## config.mk

```make
export PLATFORM = sky130hd
export DESIGN_NAME = approx_mult_pipe
export DESIGN_NICKNAME = d
export VERILOG_FILES = /design/src/rtl/approx_mult_pkg.sv /design/src/rtl/approx_tile_4x4.sv /design/src/rtl/approx_mult_pipe.sv
export SDC_FILE = /design/constraint.sdc
export NUM_CORES = 1
export LEC_CHECK = 0
export ABC_AREA = 0
export CORE_AREA = 2 2 104 106
export CTS_BUF_LIST = sky130_fd_sc_hd__clkbuf_8 sky130_fd_sc_hd__clkbuf_16
export DETAILED_ROUTE_END_ITERATION = 12
export DIE_AREA = 0 0 106 108
export GPL_TIMING_DRIVEN = 0
export HOLD_SLACK_MARGIN = 0.03
export PLACE_DENSITY = 0.76
export SYNTH_ARGS = -nofsm -noshare
export SYNTH_HDL_FRONTEND = slang
export SYNTH_SLANG_ARGS = --single-unit
```

## constraint.sdc

```tcl
create_clock -name clk -period 3.8 [get_ports clk]
set_clock_uncertainty 0.2 [all_clocks]
set_input_delay 0.38 -clock clk [delete_from_list [all_inputs] [get_ports clk]]
set_output_delay 0.38 -clock clk [all_outputs]
set_load 0.005 [all_outputs]
```

## src/rtl/approx_mult_pkg.sv

```systemverilog
// Shared encodings and helpers for the tiled approximate multiplier.
// Each tile mode selects how many low bits of its 8-bit partial product are dropped.
package approx_mult_pkg;

  localparam logic [1:0] MODE_EXACT = 2'b00;
  localparam logic [1:0] MODE_T2    = 2'b01;
  localparam logic [1:0] MODE_T3    = 2'b10;
  localparam logic [1:0] MODE_T4    = 2'b11;

  function automatic logic [7:0] mode_mask(input logic [1:0] mode);
    logic [7:0] m;
    m = 8'hFF;
    case (mode)
      MODE_EXACT: m = 8'hFF;
      MODE_T2:    m = 8'hFC;
      MODE_T3:    m = 8'hF8;
      MODE_T4:    m = 8'hF0;
      default:    m = 8'hFF;
    endcase
    return m;
  endfunction

endpackage

```

## src/rtl/approx_tile_4x4.sv

```systemverilog
// Combinational 4x4 partial-product tile.
// The exact product is masked according to the tile's approximation mode.
module approx_tile_4x4
  import approx_mult_pkg::*;
(
  input  logic [3:0] a,
  input  logic [3:0] b,
  input  logic [1:0] mode,
  output logic [7:0] p
);

  logic [7:0] prod;

  always_comb begin
    prod = {4'b0000, a} * {4'b0000, b};
    p    = prod & mode_mask(mode);
  end

endmodule

```

## src/rtl/approx_mult_pipe.sv

```systemverilog
// Three-stage pipelined approximate unsigned multiplier built from 4x4 tiles.
// It uses a global-stall valid/ready handshake and snapshots the tile modes at acceptance.
module approx_mult_pipe
  import approx_mult_pkg::*;
#(
  parameter int         WIDTH        = 8,
  parameter int         TAG_W        = 4,
  parameter logic [1:0] DEFAULT_MODE = 2'b00,
  localparam int        NT           = WIDTH / 4,
  localparam int        TILES        = NT * NT,
  localparam int        MODE_W       = 2 * TILES
) (
  input  logic                 clk,
  input  logic                 rst,
  input  logic                 cfg_we,
  input  logic [MODE_W-1:0]    cfg_mode,
  output logic [MODE_W-1:0]    mode_q,
  input  logic                 in_valid,
  output logic                 in_ready,
  input  logic [WIDTH-1:0]     in_a,
  input  logic [WIDTH-1:0]     in_b,
  input  logic [TAG_W-1:0]     in_tag,
  output logic                 out_valid,
  input  logic                 out_ready,
  output logic [2*WIDTH-1:0]   out_r,
  output logic [TAG_W-1:0]     out_tag
);

  logic                stall;
  logic [MODE_W-1:0]   mode_d;

  logic                s1_valid_q, s1_valid_d;
  logic [WIDTH-1:0]    s1_a_q, s1_a_d;
  logic [WIDTH-1:0]    s1_b_q, s1_b_d;
  logic [TAG_W-1:0]    s1_tag_q, s1_tag_d;
  logic [MODE_W-1:0]   s1_mode_q, s1_mode_d;

  logic [7:0]          tile_p [TILES];

  logic                s2_valid_q, s2_valid_d;
  logic [7:0]          s2_p_q [TILES];
  logic [7:0]          s2_p_d [TILES];
  logic [TAG_W-1:0]    s2_tag_q, s2_tag_d;

  logic [2*WIDTH-1:0]  sum_d;
  logic [2*WIDTH-1:0]  ext;

  logic                s3_valid_q, s3_valid_d;
  logic [2*WIDTH-1:0]  s3_r_q, s3_r_d;
  logic [TAG_W-1:0]    s3_tag_q, s3_tag_d;

  assign stall     = s3_valid_q && !out_ready;
  assign in_ready  = !stall;
  assign out_valid = s3_valid_q;
  assign out_r     = s3_r_q;
  assign out_tag   = s3_tag_q;

  for (genvar t = 0; t < TILES; t++) begin : g_tile
    approx_tile_4x4 u_tile (
      .a    (s1_a_q[4*(t/NT) +: 4]),
      .b    (s1_b_q[4*(t%NT) +: 4]),
      .mode (s1_mode_q[2*t +: 2]),
      .p    (tile_p[t])
    );
  end

  // Exact adder tree: tile (i,j) carries weight 16^(i+j).
  always_comb begin
    sum_d = '0;
    ext   = '0;
    for (int unsigned i = 0; i < NT; i++) begin
      for (int unsigned j = 0; j < NT; j++) begin
        ext        = '0;
        ext[7:0]   = s2_p_q[i*NT + j];
        sum_d      = sum_d + (ext << (4 * (i + j)));
      end
    end
  end

  // A stall freezes every stage, bubbles included; cfg writes proceed regardless.
  always_comb begin
    mode_d     = cfg_we ? cfg_mode : mode_q;
    s1_valid_d = s1_valid_q;
    s1_a_d     = s1_a_q;
    s1_b_d     = s1_b_q;
    s1_tag_d   = s1_tag_q;
    s1_mode_d  = s1_mode_q;
    s2_valid_d = s2_valid_q;
    s2_p_d     = s2_p_q;
    s2_tag_d   = s2_tag_q;
    s3_valid_d = s3_valid_q;
    s3_r_d     = s3_r_q;
    s3_tag_d   = s3_tag_q;
    if (!stall) begin
      s1_valid_d = in_valid;
      s1_a_d     = in_a;
      s1_b_d     = in_b;
      s1_tag_d   = in_tag;
      s1_mode_d  = mode_q;
      s2_valid_d = s1_valid_q;
      s2_p_d     = tile_p;
      s2_tag_d   = s1_tag_q;
      s3_valid_d = s2_valid_q;
      s3_r_d     = sum_d;
      s3_tag_d   = s2_tag_q;
    end
  end

  always_ff @(posedge clk or posedge rst) begin
    if (rst) begin
      mode_q     <= {TILES{DEFAULT_MODE}};
      s1_valid_q <= 1'b0;
      s1_a_q     <= '0;
      s1_b_q     <= '0;
      s1_tag_q   <= '0;
      s1_mode_q  <= '0;
      s2_valid_q <= 1'b0;
      s2_p_q     <= '{default: '0};
      s2_tag_q   <= '0;
      s3_valid_q <= 1'b0;
      s3_r_q     <= '0;
      s3_tag_q   <= '0;
    end else begin
      mode_q     <= mode_d;
      s1_valid_q <= s1_valid_d;
      s1_a_q     <= s1_a_d;
      s1_b_q     <= s1_b_d;
      s1_tag_q   <= s1_tag_d;
      s1_mode_q  <= s1_mode_d;
      s2_valid_q <= s2_valid_d;
      s2_p_q     <= s2_p_d;
      s2_tag_q   <= s2_tag_d;
      s3_valid_q <= s3_valid_d;
      s3_r_q     <= s3_r_d;
      s3_tag_q   <= s3_tag_d;
    end
  end

endmodule

```

Yosys cells after proc, flatten, opt, wreduce, memory -nomap -nowiden
Index checks and enable logic that the tools add are counted.
W data, S select, Z words.
{"block": "totals", "regBits": 95, "inputBits": 33, "output_inout_bits": 30, "word_cells": 49}
{"block": "classes", "n_addsub": 3, "multipliers": 4, "n_eq_ne": 12, "mux": 4, "bitwise_logic": 4, "n_reduce_logical": 7}
{"op": "$pmux W8 S4", "count": 4}
{"op": "$and A8 B8 Y8", "count": 4}
{"op": "$mul A4 B4 Y8", "count": 4}
{"op": "$add A14 B16 Y16", "count": 1}
{"op": "$eq A2 B2 Y1 const B", "count": 8}
{"op": "$add A13 B12 Y14", "count": 1}
{"op": "$add A8 B12 Y13", "count": 1}
{"op": "$eq A2 B1 Y1 const B", "count": 4}
{"op": "$logic_not A2 Y1", "count": 4}
{"op": "$logic_not A1 Y1", "count": 2}
{"op": "$logic_and A1 B1 Y1", "count": 1}

Longest topological paths before layout
Gate-level depths: netlist of the first run.
{"block": "logic_depth", "word_depth": 3, "ltp_mapped": 12, "depth_no_buf": 11}

Modules after synthesis
From an unflattened synthesis of the first run, not the netlist that was laid out.
{"block": "hier_totals", "hier_cells": 660, "area_unflattened_um2": 5988.2}
{"module": "approx_mult_pipe", "n_inst": 1, "cells_each": 440, "area_each_um2": 4098.9, "seq_area_each_um2": 2377.3}
{"module": "approx_tile_4x4 (g_tile[2].u_tile ...)", "n_inst": 2, "cells_each": 55, "area_each_um2": 473.0, "seq_area_each_um2": 0.0}
{"module": "approx_tile_4x4 (g_tile[0].u_tile ...)", "n_inst": 2, "cells_each": 55, "area_each_um2": 471.7, "seq_area_each_um2": 0.0}

Least setup slack after synthesis of the first run
No wires, ideal clock.
{"block": "synth_timing", "path_kind": "reg2reg", "from": "reg s1_a_q[4]", "to": "reg s2_p_q, in the netlist ext[7]", "setup_ns": 0.133, "t_arrival_ns": 2.774, "t_required_ns": 3.467, "path_slack_ns": 0.693, "stages_incl_launch_ff": 12, "n_path_buf": 1, "period_less_slack_ns": 3.107, "cell_sequence": "dfrtp_1 -> clkbuf_1 -> nand2_1 -> fa_1 -> inv_1 -> fa_1 -> ha_1 -> a21o_1 -> a31o_2 -> a21oi_1 -> xor2_1 -> o21ai_0"}
{"block": "synth_between", "elab_chain_cells": 2}
{"item": "start: declaration", "line": "approx_mult_pipe.sv:33", "rtl": "logic [WIDTH-1:0] s1_a_q, s1_a_d;"}
{"item": "start signal: assignment", "line": "approx_mult_pipe.sv:113", "rtl": "s1_a_q <= '0;"}
{"item": "start signal: assignment", "line": "approx_mult_pipe.sv:126", "rtl": "s1_a_q <= s1_a_d;"}
{"item": "$mul A4 B4 Y8", "line": "approx_tile_4x4.sv:15", "rtl": "prod = {4'b0000, a} * {4'b0000, b};"}
{"item": "$and A8 B8 Y8", "line": "approx_tile_4x4.sv:16", "rtl": "p = prod & mode_mask(mode);"}
{"item": "end signal: assignment", "line": "approx_mult_pipe.sv:131", "rtl": "s2_p_q <= s2_p_d;"}
{"item": "end: declaration", "line": "approx_mult_pipe.sv:41", "rtl": "logic [7:0] s2_p_q [TILES];"}
Every way passes these cells.
A chain may end at the register's enable or synchronous reset.

Worst setup path in the final report of the first run
{"block": "layout_timing", "from": "reg s1_a_q[4]", "to": "reg s2_p_q[15] (netlist name)"}
Same word-level chain as after synthesis.

==> metrics, run 1 <==
PD cells a little over 700 nW/um2; Mean Syn Cell Area roughly 9.5 um2; post-synth cell types 39; Req. time, crit path approximately 3.8 ns; final core occ about two thirds; post-DP HPWL 9.65 mm; layout cells sized above 1 5.22%; P&R area growth vs syn 17.8%; largest net degree at the start of global routing 69; mapped cell area ~5800 um2; Syn. warnings 0; vias in the first global route ~4,400; final WL roughly 13 mm; RSZ-0062 raised after global routing false; All-Layer GR Usage a little under a quarter; max cap viols 0; Max Clk Rate 282 MHz; worst vdd ir 0.337 mV; outcome finished clean; Syn Nets 725; TritonRoute pass-1 iters 4; number of DRC markers in iteration 0 approximately 160; die height between 100 and 150 um; Final min period 3.55 ns; max-slew violations 0; sequential share of the synthesized area 41.1%; Die ar. around 11,000 um2; CP arrival 3.58 ns; Post-synth EDFFs 0; Final Cell Area 6810 um2; leakage power ~3.5 nW; total CTS buffers 9; initial antenna violation count 0; Clock Sinks between 90 and 100; H-tree Lvls 3; grt total ovfl 0; CTS resizes 0; final RePlAce weighted congestion approximately 0.90; Vias about 4,400; DRC viols 0; Clock Latency Late Sink between 0.3 and 0.4 ns; Startpoint Class flip-flop; # rows 37; DP Area roughly 6600 um2; Worst setup EP type flip-flop; main area contributors after synthesis dfrtp_1 41%, ha_1 12%, nand2_1 12%; Core ar. 10,200 um2; Hold Crit Class primary input to asynchronous set/reset pin; Mapped Cells between 600 and 700; clock buffer depth 2; worst-path fanout max 9; area share of the largest cell type after synthesis 41.1%; PortBufs between 60 and 70; clock slew at reported path FFs approximately 0.11 ns; setup bufs post-CTS 0; Fillers between 800 and 900; Post-synth ARST share between 90% and 100%; Least-Margin Pin Slew approximately 0.7 ns; Routed Antenna Nets 0; final net count 798; largest area contributor in the netlist dfrtp_1; first-pass GRT wire length between 20 and 25 mm; # IOs 63; Fin. Hold Viols 0; Max-slew headroom 53.7%; die width ~110 um; number of setup violations in the final report 0; CTS tree done; count leader, synth nand2_1; crit share post-route between 90% and 100%; Initial Utilization between 50 and 60%; hold_buf cts 0; vias per cell around 5.4; commonest cells in the netlist 183 x nand2_1, 95 x dfrtp_1, 56 x ha_1, 43 x and2_1, 29 x inv_1; drt wl/cell 15.3 um; setup_tns 0 ns; FF+latch count, synth between 90 and 100; Most used DFF post-synth dfrtp_1; ANT cells 0; Root Buffer clkbuf_8; CP Class flip-flop to flip-flop
==> registers in the layout, indices dropped and copies added, names as in the netlist <==
signal / count
s1_valid_q: 1
s2_tag_q: 4
out_tag: 4
s1_tag_q: 4
ext: 8
s1_a_q: 8
out_valid: 1
s2_valid_q: 1
out_r: 16
s1_b_q: 8
s1_mode_q: 8
mode_q: 8
s2_p_q: 24
==> critical path: stages (launching register included) <==
cell and delay, ns:
dfrtp_1 0.33, clkbuf_1 0.33, nand2_1 0.14, fa_1 0.55, inv_1 0.06, fa_1 0.61, ha_1 0.26, a21o_1 0.18
a31o_2 0.24, a21oi_1 0.18, xor2_1 0.22, o21ai_0 0.12
==> cell usage in the layout, fill, tap and decap left out, types with 4 or more instances in the layout <==
| cell | netlist | routed |
|---|---|---|
| nor3_1 | 7 | 7 |
| mux2_2 | 8 | 8 |
| and2_1 | 43 | 43 |
| clkbuf_8 | 0 | 9 |
| a21oi_1 | 26 | 26 |
| nand3_1 | 7 | 7 |
| xor2_1 | 14 | 14 |
| buf_1 | 5 | 5 |
| nor2_1 | 15 | 15 |
| o21ai_0 | 20 | 20 |
| clkdlybuf4s50_1 | 0 | 61 |
| nand3b_1 | 4 | 4 |
| buf_2 | 4 | 4 |
| ha_1 | 56 | 56 |
| clkbuf_1 | 13 | 13 |
| a22o_1 | 4 | 4 |
| inv_1 | 29 | 29 |
| dfrtp_1 | 95 | 95 |
| nand2_1 | 183 | 183 |
| o21a_1 | 4 | 4 |
| a21o_1 | 14 | 14 |
| xnor2_1 | 7 | 7 |
| fa_1 | 25 | 25 |
==> final timing paths <==
| path | startpoint | to | depth (start not counted) | slack, ns |
|---|---|---|---|---|
| min in group clk | s1_tag_q[3]$_DFFE_PP0N_ | s1_tag_q[3]$_DFFE_PP0N_ | 2 | 0.28 |
| max in group asynchronous | rst | s1_b_q[7]$_DFFE_PP0N_ | 3 | 2.60 |
| worst max register to register | s1_a_q[4]$_DFFE_PP0N_ | s2_p_q[15]$_DFFE_PP0N_ | 11 | 0.25 |
| worst max-delay path | s1_a_q[4]$_DFFE_PP0N_ | s2_p_q[15]$_DFFE_PP0N_ | 11 | 0.25 |
| worst min register to register | s1_tag_q[3]$_DFFE_PP0N_ | s1_tag_q[3]$_DFFE_PP0N_ | 2 | 0.28 |
| worst min-delay path | rst | out_r[14]$_DFFE_PP0N_ | 2 | 0.13 |
==> kinds of logic (layout without fill, tap and decap cells) <==
kind of cell    count (synthesis)  in the layout  share of synthesized area, %
compound gates                 89             89                          9.89
xor+xnor                       21             21                          3.18
fa+ha+maj                      81             81                          20.8
buf+inv                        52            130                          3.46
flops                          95             95                          41.1
mux                             8              8                          1.56
simple gates                  265            265                          20.0
==> power breakdown <==
| part | switching, mW | internal, mW | leakage, nW |
|---|---|---|---|
| Clock | 0.370 | 0.373 | 0.115 |
| Combinational | 1.30 | 1.13 | 2.19 |
| Sequential | 0.288 | 1.35 | 1.17 |
| Total | 1.96 | 2.85 | 3.48 |
==> cell type report <==
type	count	area [um2]	share of cell area, %
Buffer	22	87.6	1.29
Clock inverter	7	95.1	1.40
Inverter	30	115	1.69
Multi-Input combinational cell	464	3200	47.0
Sequential cell	95	2380	34.9
Tap cell	136	170	2.50
Timing Repair Buffer	62	638	9.37
Clock buffer	9	124	1.82
==> routing by layer <==
metal | GRT usage [%] | up-vias | wire length (um)
met5 | 0 | - | 0
met4 | 8.55 | 0 | 278
met3 | 3.07 | 22 | 553
met2 | 40.9 | 105 | 6340
met1 | 31.2 | 2161 | 5460
li1 | - | 2145 | -
==> stage by stage <==
| stage | hold slack [ns] | worst slack, ns | cells | total power [mW] |
|---|---|---|---|---|
| after floorplan | 0.230 | 0.693 | 611 | 3.26 |
| after global placement | 0.243 | -0.602 | 808 | 3.97 |
| after detailed placement | 0.255 | 0.244 | 809 | 4.08 |
| after global routing | 0.157 | 0.0479 | 825 | 5.21 |
| after CTS | 0.138 | 0.220 | 825 | 4.83 |
| final | 0.131 | 0.253 | 825 | 4.81 |
No activity file was read; power rests on OpenSTA's default activity.
==> inputs of run 2 (changes only) <==
--- a/config.mk
+++ b/config.mk
@@ -6,10 +6,10 @@
 export NUM_CORES = 1
 export LEC_CHECK = 0
 export ABC_AREA = 0
-export CORE_AREA = 2 2 104 106
+export CORE_AREA = 8 8 110 112
 export CTS_BUF_LIST = sky130_fd_sc_hd__clkbuf_8 sky130_fd_sc_hd__clkbuf_16
 export DETAILED_ROUTE_END_ITERATION = 12
-export DIE_AREA = 0 0 106 108
+export DIE_AREA = 0 0 118 120
 export GPL_TIMING_DRIVEN = 0
 export HOLD_SLACK_MARGIN = 0.03
 export PLACE_DENSITY = 0.76
==> constraint.sdc (replaced) <==
create_clock -name clk -period 3.8 [get_ports clk]
set_clock_uncertainty 0.2 [all_clocks]
set_input_delay 0.38 -clock clk [delete_from_list [all_inputs] [get_ports clk]]
set_output_delay 0.38 -clock clk [all_outputs]
set_load 0.1 [all_outputs]
==> metrics, run 2 (synthesis results as in run 1) <==
Startpoint Class primary input; final WL 13.4 mm (+5.9%); worst vdd ir 0.579 mV (+72%); Worst setup EP type primary output; Final min period 3.49 ns (-0.0596 ns); crit share post-route 91.8% (-1.6 points); CP Class primary input to primary output; Die ar. 14,200 um2 (+24%); vias per cell 5.38 (+0.19%); CTS tree done; TritonRoute pass-1 iters 4 (unchanged); die height 120 um (+11%); max-slew violations 0 (unchanged); drt wl/cell 16.1 um (+5.3%); Clock Latency Late Sink 0.36 ns (-0.02 ns); DP Area 6600 um2 (about the same); DRC viols 0 (unchanged); leakage power 3.47 nW (-0.33%); layout cells sized above 1 5.22% (unchanged); Root Buffer clkbuf_8; number of DRC markers in iteration 0 224 (+37%); Req. time, crit path 3.22 ns (-0.61 ns); ANT cells 0 (unchanged); setup_tns 0 ns (unchanged); max reg flops 24 (unchanged); # rows 38 (+2.7%); RSZ-0062 raised after global routing false; Hold Crit Class primary input to asynchronous set/reset pin; Routed Antenna Nets 0 (unchanged); clock buffer depth 2 (unchanged); initial antenna violation count 0 (unchanged); PortBufs 61 (unchanged); hold_ws 0.101 ns (-0.0297 ns); Final Cell Area 6800 um2 (-0.24%); Fin. Hold Viols 0 (unchanged); P&R area growth vs syn 17.5%; Initial Utilization 55.0% (-1.5 points); H-tree Lvls 3 (unchanged); PD cells 821 nW/um2 (+16%); setup bufs post-CTS 0 (unchanged); worst-path fanout max 10 (+1); Max-slew headroom 32.7% (-21 points); Fillers 881 (+3.4%); clock slew at reported path FFs 0.09 ns (-0.02 ns); first-pass GRT wire length 22.8 mm (+6.9%); most common cell after layout, fill and taps aside nand2_1; hold_buf cts 0 (unchanged); final RePlAce weighted congestion 0.870 (-3.2%); largest net degree at the start of global routing 77 (+12%); Max Clk Rate 287 MHz (+1.7%); Vias 4,463 (+0.68%); outcome finished clean; Largest Register s2_p_q; overall power 5.58 mW (+16%); die width 118 um (+11%); Core ar. 10,500 um2 (+2.7%); CP arrival 2.91 ns (-0.67 ns); commonest cells after routing, fill and taps aside 183 x nand2_1, 95 x dfrtp_1, 61 x clkdlybuf4s50_1; Clock Sinks 95 (unchanged); number of setup violations in the final report 0 (unchanged); max cap viols 0 (unchanged); vias in the first global route 4,669 (+5.3%); # IOs 63 (unchanged); Least-Margin Pin Slew 1.01 ns (+0.312 ns); total CTS buffers 9 (unchanged); final net count 798 (unchanged); post-DP HPWL 10.3 mm (+6.4%); CTS resizes 0 (unchanged); All-Layer GR Usage 20.0% (-3.8 points); grt total ovfl 0 (unchanged)
run 2: cell count changes in the layout (fill, tap and decap cells not counted):
| cell | before | now |
|---|---|---|
| clkinv_2 | 1 | 2 |
| inv_6 | 2 | 1 |
| clkinvlp_4 | 0 | 1 |
| clkinv_4 | 1 | 0 |
| bufinv_16 | 2 | 1 |
| clkbuf_8 | 9 | 10 |
run 2: path summary, 6_finish.rpt:
path / from / to / slack (ns) / cells past startpoint
worst min-delay path: rst / out_r[8]$_DFFE_PP0N_ / 0.10 / 2
worst max register to register: s1_a_q[4]$_DFFE_PP0N_ / s2_p_q[15]$_DFFE_PP0N_ / 0.31 / 11
worst min register to register: out_tag[3]$_DFFE_PP0N_ / out_tag[3]$_DFFE_PP0N_ / 0.27 / 2
worst max-delay path: out_ready / in_ready / 0.31 / 7
min in group clk: out_tag[3]$_DFFE_PP0N_ / out_tag[3]$_DFFE_PP0N_ / 0.27 / 2
max in group asynchronous: rst / s1_b_q[5]$_DFFE_PP0N_ / 2.65 / 3
run 2: where the power goes:
group          leakage, nW  internal, mW  switching (mW)
sequential            1.17          1.35           0.297
clock                0.104         0.320           0.347
combinational         2.19          1.13            2.14
run 2: per-stage QoR:
stage | setup WS (ns) | utilization, % | std cells
after floorplan | 0.693 | - | 611
after global placement | -0.545 | 62.5 | 812
after detailed placement | 0.313 | 62.8 | 813
after CTS | 0.302 | 64.7 | 829
after global routing | 0.0944 | 64.7 | 829
final | 0.312 | 64.7 | 829
run 2: critical path, stage by stage:
cell             delay, ns
clkdlybuf4s50_1       0.46
nor2b_1               0.05
buf_2                 0.16
inv_2                 0.12
buf_2                 0.25
buf_2                 0.30
clkdlybuf4s50_1       1.18
run 2: cell type report:
class                   instances  area (um2)  share of cell area [%]
multi-input cells             464        3200                    47.2
flip-flops and latches         95        2380                    35.0
repair buffers                 62         638                    9.39
well taps                     140         175                    2.58
clock buffers                  10         138                    2.03
inverters                      30         115                    1.69
plain buffers                  22        87.6                    1.29
clock inverters                 6        60.1                   0.884
run 2: per-layer routing:
layer  up-vias  wire length (um)  track usage (%)
met5         -                 0                0
met4         0               238             7.61
met3        15               606             3.62
met2        97              6880             35.7
met1      2202              5640             23.5
li1       2149                 -                -
==> inputs of run 3 (changes only) <==
--- a/config.mk
+++ b/config.mk
@@ -6,13 +6,14 @@
 export NUM_CORES = 1
 export LEC_CHECK = 0
 export ABC_AREA = 0
-export CORE_AREA = 8 8 110 112
+export CORE_AREA = 8 8 148 150
 export CTS_BUF_LIST = sky130_fd_sc_hd__clkbuf_8 sky130_fd_sc_hd__clkbuf_16
+export CTS_CLUSTER_DIAMETER = 60
 export DETAILED_ROUTE_END_ITERATION = 12
-export DIE_AREA = 0 0 118 120
+export DIE_AREA = 0 0 156 158
 export GPL_TIMING_DRIVEN = 0
 export HOLD_SLACK_MARGIN = 0.03
-export PLACE_DENSITY = 0.76
+export PLACE_DENSITY = 0.44
 export SYNTH_ARGS = -nofsm -noshare
 export SYNTH_HDL_FRONTEND = slang
 export SYNTH_SLANG_ARGS = --single-unit
==> metrics, run 3 (synthesis results as in run 1) <==
outcome finished clean; die width 156 um (+32%); Max-slew headroom 33.3% (+0.59 points); final core occ 35.7% (-29 points); hold_buf cts 0 (unchanged); max-slew violations 0 (unchanged); Clock Sinks 95 (unchanged); total CTS buffers 9 (unchanged); drt wl/cell 15.4 um (-4.2%); ANT cells 0 (unchanged); worst-path fanout max 10 (unchanged); max cap viols 0 (unchanged); layout cells sized above 1 5.22% (unchanged); Core ar. 19,700 um2 (+88%); final RePlAce weighted congestion 0.811 (-6.8%); Req. time, crit path 3.22 ns (about the same); P&R area growth vs syn 21.9%; WP buf/inv 6 (unchanged); CTS resizes 0 (unchanged); Max Clk Rate 282 MHz (-1.7%); largest net degree at the start of global routing 58 (-25%); PD cells 822 nW/um2 (+0.12%); number of setup violations in the final report 0 (unchanged); Top Usage Layer GRT met2; leakage power 3.49 nW (+0.79%); H-tree Lvls 3 (unchanged); number of DRC markers in iteration 0 204 (-8.9%); grt total ovfl 0 (unchanged); setup_tns 0 ns (unchanged); setup bufs post-CTS 0 (unchanged); DRC viols 0 (unchanged); CP arrival 2.97 ns (+0.06 ns); Routed Antenna Nets 0 (unchanged); Final min period 3.55 ns (+0.0604 ns); clock buffer depth 2 (unchanged); first-pass GRT wire length 24.2 mm (+6.3%); final net count 798 (unchanged); CP Cell Sequence clkdlybuf4s50_1, nor2b_1, buf_2, inv_2, buf_2, buf_2, clkdlybuf4s50_1; worst vdd ir 0.663 mV (+14%); Root Buffer clkbuf_16; post-DP HPWL 11.2 mm (+9.4%); met1 usage 15.7% (-7.8 points); crit share post-route 93.4% (+1.6 points); Initial Utilization 29.3% (-26 points); max reg flops 24 (unchanged); met2 usage 21.5% (-14 points); Crit path max-delay family buffers and inverters; Least-Margin Pin Slew 0.998 ns (-0.00887 ns); CTS tree done; vias per cell 4.51 (-16%); RSZ-0062 raised after global routing false; overall power 5.79 mW (+3.8%); TritonRoute pass-1 iters 4 (unchanged); Fin. Hold Viols 0 (unchanged); grt met3 use 3.11% (-0.50 points); Die ar. 24,600 um2 (+74%); commonest cells after routing, fill and taps aside 183 x nand2_1, 95 x dfrtp_1, 61 x clkdlybuf4s50_1; initial antenna violation count 0 (unchanged); die height 158 um (+32%); vias in the first global route 4,632 (-0.79%); max incr delay on CP 1.20 ns (+0.02 ns); final WL 14.8 mm (+11%); placed cell count 943 (+16%); Layout Cells excl Fill 959 (+16%); # rows 52 (+37%); Slowest cell on crit path clkdlybuf4s50_1; PortBufs 61 (unchanged); Vias 4,327 (-3.0%); Hold Crit Class primary input to asynchronous set/reset pin; All-Layer GR Usage 12.7% (-7.2 points); cell mode on critical path buf_2; clock slew at reported path FFs 0.07 ns (-0.02 ns); Clock Latency Late Sink 0.35 ns (about the same); Startpoint Class primary input; CP Class primary input to primary output; Worst setup EP type primary output; Largest Register s2_p_q; # IOs 63 (unchanged); most common cell after layout, fill and taps aside nand2_1
run 3: power by group:
part / leakage [nW] / switching [mW] / internal [mW]
registers: 1.17 / 0.299 / 1.35
logic: 2.19 / 2.14 / 1.13
clock network: 0.131 / 0.402 / 0.477
run 3: cell type report:
cell class / count / area [um2]
Timing Repair Buffer: 62 / 638
Multi-Input combinational cell: 464 / 3200
Fill cell: 2001 / 12700
Inverter: 30 / 115
Clock buffer: 11 / 253
Clock inverter: 5 / 33.8
Tap cell: 270 / 338
Sequential cell: 95 / 2380
Buffer: 22 / 87.6
run 3: metrics by stage:
step	worst slack, ns	area, um2	hold slack [ns]
floorplan	0.693	5780	0.230
global placement	-0.846	6730	0.242
detailed placement	0.222	6760	0.255
CTS	0.219	7050	0.242
global route	0.0324	7050	0.273
finish	0.252	7050	0.228
run 3: per-layer routing:
layer | vias to the layer above | routed length (um)
met2 | 54 | 7180
li1 | 2155 | -
met3 | 13 | 632
met5 | - | 0
met1 | 2105 | 6780
met4 | 0 | 214
run 3: worst paths after layout:
kind                                        start                endpoint  slack [ns]  cells after the start
max                                     out_ready                in_ready        0.25                      7
min                                           rst    out_r[6]$_DFFE_PP0N_        0.23                      2
max reg2reg                 s1_a_q[4]$_DFFE_PP0N_  s2_p_q[15]$_DFFE_PP0N_        0.28                     11
min reg2reg                s2_valid_q$_DFFE_PP0N_  s2_valid_q$_DFFE_PP0N_        0.27                      2
max in group asynchronous                     rst   s1_a_q[5]$_DFFE_PP0N_        2.49                      3
min in group clk           s2_valid_q$_DFFE_PP0N_  s2_valid_q$_DFFE_PP0N_        0.27                      2
